==> src/rtl/cpc_mem_sched.sv <==
// Shared-memory slot scheduler: interleaves video word fetches and CPU
// accesses on one byte-wide memory port, four slots per 1 MHz cycle.
// Ports:
//   clk, reset_n        clock, async active-low reset
//   ce_4p               4 MHz tick enable; the slot sequencer advances on ticks only
//   no_wait             turbo: no CPU wait states, CPU pre-empts any slot
//   cpu_*               CPU request side (level MREQ/IORQ, address, data), cpu_din read data
//   wait_n              CPU wait, active-low (combinational assert on detection)
//   cyc1MHz             high while in the idle slot (phase 3)
//   vid_addr/vid_data   video word address in, fetched word out, vid_valid strobe
//   mem_*               shared memory port, data valid at the end of the slot
module cpc_mem_sched #(
    parameter logic [22:0] VBASE = 23'h000000
) (
    input  logic        clk,
    input  logic        reset_n,
    input  logic        ce_4p,
    input  logic        no_wait,
    input  logic        cpu_mreq,
    input  logic        cpu_iorq,
    input  logic        cpu_wr,
    input  logic [22:0] cpu_addr,
    input  logic [7:0]  cpu_dout,
    output logic [7:0]  cpu_din,
    output logic        wait_n,
    output logic        cyc1MHz,
    input  logic [14:0] vid_addr,
    output logic [15:0] vid_data,
    output logic        vid_valid,
    output logic [22:0] mem_addr,
    output logic [7:0]  mem_dout,
    input  logic [7:0]  mem_din,
    output logic        mem_rd,
    output logic        mem_wr
);

    localparam int unsigned AW = 23;
    localparam int unsigned VW = 15;

    typedef enum logic [1:0] {
        PH_VLO  = 2'd0,
        PH_VHI  = 2'd1,
        PH_CPU  = 2'd2,
        PH_IDLE = 2'd3
    } phase_e;

    phase_e          phase, phase_nx;
    logic            acc_q, pending, io_q, wr_q;
    logic [AW-1:0]   addr_q;
    logic [7:0]      dout_q;
    logic [VW-1:0]   vaddr_q;
    logic [7:0]      lo_q;
    logic            cpu_slot;   // current slot is a CPU memory cycle
    logic            vid_lost;   // current video frame lost a slot (or is the post-reset partial frame)

    logic            acc_c, new_c, det_c, req_mem_c, serve_c, io_done_c;
    logic            sel_wr_c;
    logic [AW-1:0]   sel_addr_c;
    logic [7:0]      sel_dout_c;

    // Next phase, request detection and slot arbitration
    always_comb begin
        phase_nx   = phase_e'(2'(phase + 2'd1));
        acc_c      = cpu_mreq | cpu_iorq;
        new_c      = reset_n & acc_c & ~acc_q & ~pending;
        det_c      = ce_4p & new_c;
        // a request detected on this tick may be served in the slot it opens
        sel_addr_c = pending ? addr_q : cpu_addr;
        sel_dout_c = pending ? dout_q : cpu_dout;
        sel_wr_c   = pending ? wr_q   : cpu_wr;
        req_mem_c  = (pending & ~io_q & ~cpu_slot) | (det_c & ~cpu_iorq);
        serve_c    = ce_4p & req_mem_c & ((phase_nx == PH_CPU) | no_wait);
        io_done_c  = ce_4p & pending & io_q & (no_wait | (phase == PH_IDLE));
        wait_n     = no_wait | ~(pending | new_c);
    end

    // Slot sequencer and output registers
    always_ff @(posedge clk or negedge reset_n) begin
        if (!reset_n) begin
            phase     <= PH_VLO;
            cyc1MHz   <= 1'b0;
            acc_q     <= 1'b0;
            pending   <= 1'b0;
            io_q      <= 1'b0;
            wr_q      <= 1'b0;
            addr_q    <= '0;
            dout_q    <= '0;
            vaddr_q   <= '0;
            lo_q      <= '0;
            cpu_slot  <= 1'b0;
            vid_lost  <= 1'b1;
            cpu_din   <= 8'hFF;
            vid_data  <= '0;
            vid_valid <= 1'b0;
            mem_addr  <= '0;
            mem_dout  <= '0;
            mem_rd    <= 1'b0;
            mem_wr    <= 1'b0;
        end else begin
            vid_valid <= 1'b0;
            if (ce_4p) begin
                phase   <= phase_nx;
                cyc1MHz <= (phase_nx == PH_IDLE);
                acc_q   <= acc_c;

                if (det_c) begin
                    pending <= 1'b1;
                    addr_q  <= cpu_addr;
                    dout_q  <= cpu_dout;
                    wr_q    <= cpu_wr;
                    io_q    <= cpu_iorq;
                end

                // close the slot that is ending on this tick
                if (cpu_slot) begin
                    pending <= 1'b0;
                    if (!wr_q) begin
                        cpu_din <= mem_din;
                    end
                end else if ((phase == PH_VLO) && mem_rd) begin
                    lo_q <= mem_din;
                end else if ((phase == PH_VHI) && mem_rd && !vid_lost) begin
                    vid_data  <= {mem_din, lo_q};
                    vid_valid <= 1'b1;
                end
                if (io_done_c) begin
                    pending <= 1'b0;
                end

                // open the next slot
                mem_rd   <= 1'b0;
                mem_wr   <= 1'b0;
                mem_dout <= '0;
                cpu_slot <= 1'b0;
                if (phase_nx == PH_VLO) begin
                    vaddr_q  <= vid_addr;
                    vid_lost <= 1'b0;
                end
                if (serve_c) begin
                    cpu_slot <= 1'b1;
                    mem_addr <= sel_addr_c;
                    mem_rd   <= ~sel_wr_c;
                    mem_wr   <= sel_wr_c;
                    mem_dout <= sel_wr_c ? sel_dout_c : 8'h00;
                    if ((phase_nx == PH_VLO) || (phase_nx == PH_VHI)) begin
                        vid_lost <= 1'b1;
                    end
                end else if (phase_nx == PH_VLO) begin
                    mem_addr <= VBASE + AW'({vid_addr, 1'b0});
                    mem_rd   <= 1'b1;
                end else if (phase_nx == PH_VHI) begin
                    mem_addr <= VBASE + AW'({vaddr_q, 1'b1});
                    mem_rd   <= 1'b1;
                end
            end
        end
    end

endmodule

==> config.mk <==
export PLATFORM = sky130hd
export DESIGN_NAME = cpc_mem_sched
export DESIGN_NICKNAME = d
export VERILOG_FILES = /design/src/rtl/cpc_mem_sched.sv
export SDC_FILE = /design/constraint.sdc
export NUM_CORES = 1
export LEC_CHECK = 0
export BUFFER_PORTS_ARGS = -buffer_cell sky130_fd_sc_hd__buf_2
export CAP_MARGIN = 20
export CELL_PAD_IN_SITES_DETAIL_PLACEMENT = 1
export CELL_PAD_IN_SITES_GLOBAL_PLACEMENT = 1
export CORE_MARGIN = 3
export CORE_UTILIZATION = 40
export DETAILED_ROUTE_END_ITERATION = 10
export GPL_TIMING_DRIVEN = 0
export PLACE_DENSITY = 0.75
export SLEW_MARGIN = 20
export SYNTH_ARGS = -nofsm -noshare
export SYNTH_HDL_FRONTEND = slang
export SYNTH_SLANG_ARGS = --single-unit
==> constraint.sdc <==
create_clock -name clk -period 2.2 [get_ports clk]
set_input_delay 0.22 -clock clk [delete_from_list [all_inputs] [get_ports clk]]
set_output_delay 0.22 -clock clk [all_outputs]
set_load 0.1 [all_outputs]
==> flow_metrics.tcl <==
set metrics [dict create \
    synth_top_flop_cell "dfrtp_1" \
    critPathKind "reg2out" \
    cp.arrival_ns 1.88 \
    post-route-period-util 0.9532 \
    netlist_instances 393 \
    fillerInstances 1351 \
    grt_pass1_vias 3965 \
    path_clk_slew_ns 0.06 \
    yosysMostFrequentCell "dfrtp_1" \
    final_layout_size_suffix_gt1_frac 0.4817 \
    overflow 0 \
    final-hold-violation-count 62 \
    antenna_left 0 \
    synth_top_area_frac 0.5267 \
    synth_area_sq_um 5321 \
    synth_cell_types 32 \
    finalCriticalPeriod_ns 2.097 \
    clk_latency_ns 0.42 \
    via_per_inst 5.056 \
    hp-class "in2async" \
    status "finished, violations left" \
    fmax_ghz 0.4769 \
    slew-limit-headroom 0.3659 \
    grt_pass1_wl_um 20670 \
    synth_edf_count 0 \
    ys_seq_elements 121 \
    worstMarginPinSlew_ns 0.9247 \
    vias 3635 \
    maxCapViolations 0 \
    wl_per_cell_um 18.14 \
    syn_avg_cell_area_sq_um 13.54 \
    h-tree-depth 4 \
    synth_nets 459 \
    clock_path_buffers 2 \
    async_reset_ff_frac 1.000 \
    portBuffers 119 \
    die_h_um 121.3 \
    hold_slack_ns -0.1980 \
    dr.first_iter.drc_count 85 \
    cts_tree "done" \
    yosys-top-cells-area "dfrtp_1, mux2_2, mux2i_1, dfstp_2, a21oi_1" \
    drc 0 \
    clock_skew_ns 0.004691 \
    setup_viol 0 \
    cts-root-buf "clkbuf_16" \
    gp_congestion 0.7499 \
    grt_use_total 0.1851 \
    core-area_sq_um 12820 \
    synth_top_area_cell "dfrtp_1" \
    seq_area_frac_synth 0.5711 \
    grt_setup_unrepaired "true" \
    areaGrowthSynthToFinish_pct 27.98 \
    firstDrtPassIters 4 \
    dp_hpwl_um 9211 \
    start_kind "flip-flop" \
    slew_violations 0 \
    fin_nets 599 \
    routed_wl_um 13040 \
    cts_buffers 17 \
    grt_max_degree 66 \
    yosysWarnings 0 \
    violations "negative hold slack" \
    rows 41 \
    antenna_found_initial 4 \
    critPathCaptureType "output pin" \
    critPathRequiredTime_ns 1.98 \
    cp_max_fo 10 \
    die_x_um 121.3 \
    crit_start "pending" \
    synth_common_cells "dfrtp_1, mux2_2, mux2i_1" \
    r2r_start "phase[1]" \
    rrSetupSlack_ns 0.19 \
    ios 121 \
    start_util 0.4149 \
    die_area_sq_um 14720 \
    cts.sinks 121 \
]
[metal layers]
metal / up-vias / wire length [um] / global-route usage
li1: 1668 / - / -
met1: 1849 / 5381 / 0.2116
met2: 87 / 6572 / 0.3147
met3: 23 / 847 / 0.06760
met4: 8 / 192 / 0.07283
met5: - / 46 / 0
[timing repair]
action                                  in CTS  in global routing
endpoints found under the setup margin      21                 19
resized for setup                            4                  6
pin swaps                                    0                  1
endpoints found under the hold margin       62                 62
buffers inserted                             0                  1
[worst max-delay path: stages, from the launching register on]
cell and delay (ns):
dfrtp_1 0.37, buf_6 0.14, clkbuf_2 0.27, o21bai_2 0.20
buf_2 0.46
[cells by family (layout without fill, tap and decap cells)]
group	count (synthesis)	after routing	share of synthesized area
flip-flops	121	121	0.5711
other	0	1	0
XOR/XNOR	1	1	0.001646
AND/OR/NAND/NOR	44	44	0.04115
AO/OA/AOI/OAI	36	36	0.04186
adder cells (fa/ha/maj)	5	5	0.01176
multiplexers	151	151	0.3031
buffers and inverters	35	188	0.02939
[per-stage QoR]
stage	cell area [sq um]	setup TNS (ns)	setup WS [ns]	utilization	cells
2_1_floorplan	5325	0	0.1414	-	393
5_1_grt	6808	0	0.001017	0.5308	718
4_1_cts	6794	0	0.07966	0.5298	717
3_5_place_dp	6170	-6.082	-0.2170	0.4811	685
3_3_place_gp	6136	-200.66	-2.033	0.4784	684
6_report	6810	0	0.1029	0.5310	719
[path summary, 6_finish.rpt]
check | endpoint | cells past startpoint
max | wait_n | 4
min | addr_q[5] | 1
max reg2reg | mem_dout[5] | 7
min reg2reg | lo_q[2] | 1
max in group asynchronous | cpu_din[6] | 2
min in group clk | addr_q[7] | 2
[final cells by class]
cell class                 instances  area, sq um  share of cell area
sequential                       121         3039              0.4463
multi-input combinational        237         2136              0.3136
timing repair buffer             121        636.9             0.09351
clock buffer                      21        470.5             0.06908
tap                              172        215.2             0.03160
clock inverter                    11        143.9             0.02113
buffer                            21        113.9             0.01672
inverter                          14        52.55            0.007716
antenna                            1        2.502           0.0003674
[layout by cell type (no fill, tap or decap), types with 2 or more instances in the layout]
cell / count
buf_6: 2
clkbuf_1: 3
dfrtp_1: 112
mux2_1: 2
o21ai_0: 7
buf_4: 3
mux2i_1: 70
clkbuf_2: 2
nor2_1: 21
o32ai_1: 8
dfstp_2: 9
nand2_1: 13
ha_1: 5
nand2b_1: 2
clkinv_2: 3
buf_2: 129
clkinvlp_4: 4
mux2_2: 79
buf_1: 2
bufinv_16: 3
clkbuf_8: 3
a21oi_1: 16
inv_1: 14
clkbuf_16: 17
[flip-flops by register name, summed over array words and instances (netlist names), 2 cells and up]
name / flops
cpu_din: 8
vaddr_q: 15
addr_q: 23
dout_q: 8
mem_addr: 23
mem_dout: 8
lo_q: 8
phase: 2
vid_data: 16
Power is left out: the tool's default activity adds up to more than one toggle a clock period on the data nets, which glitch-free logic cannot reach.
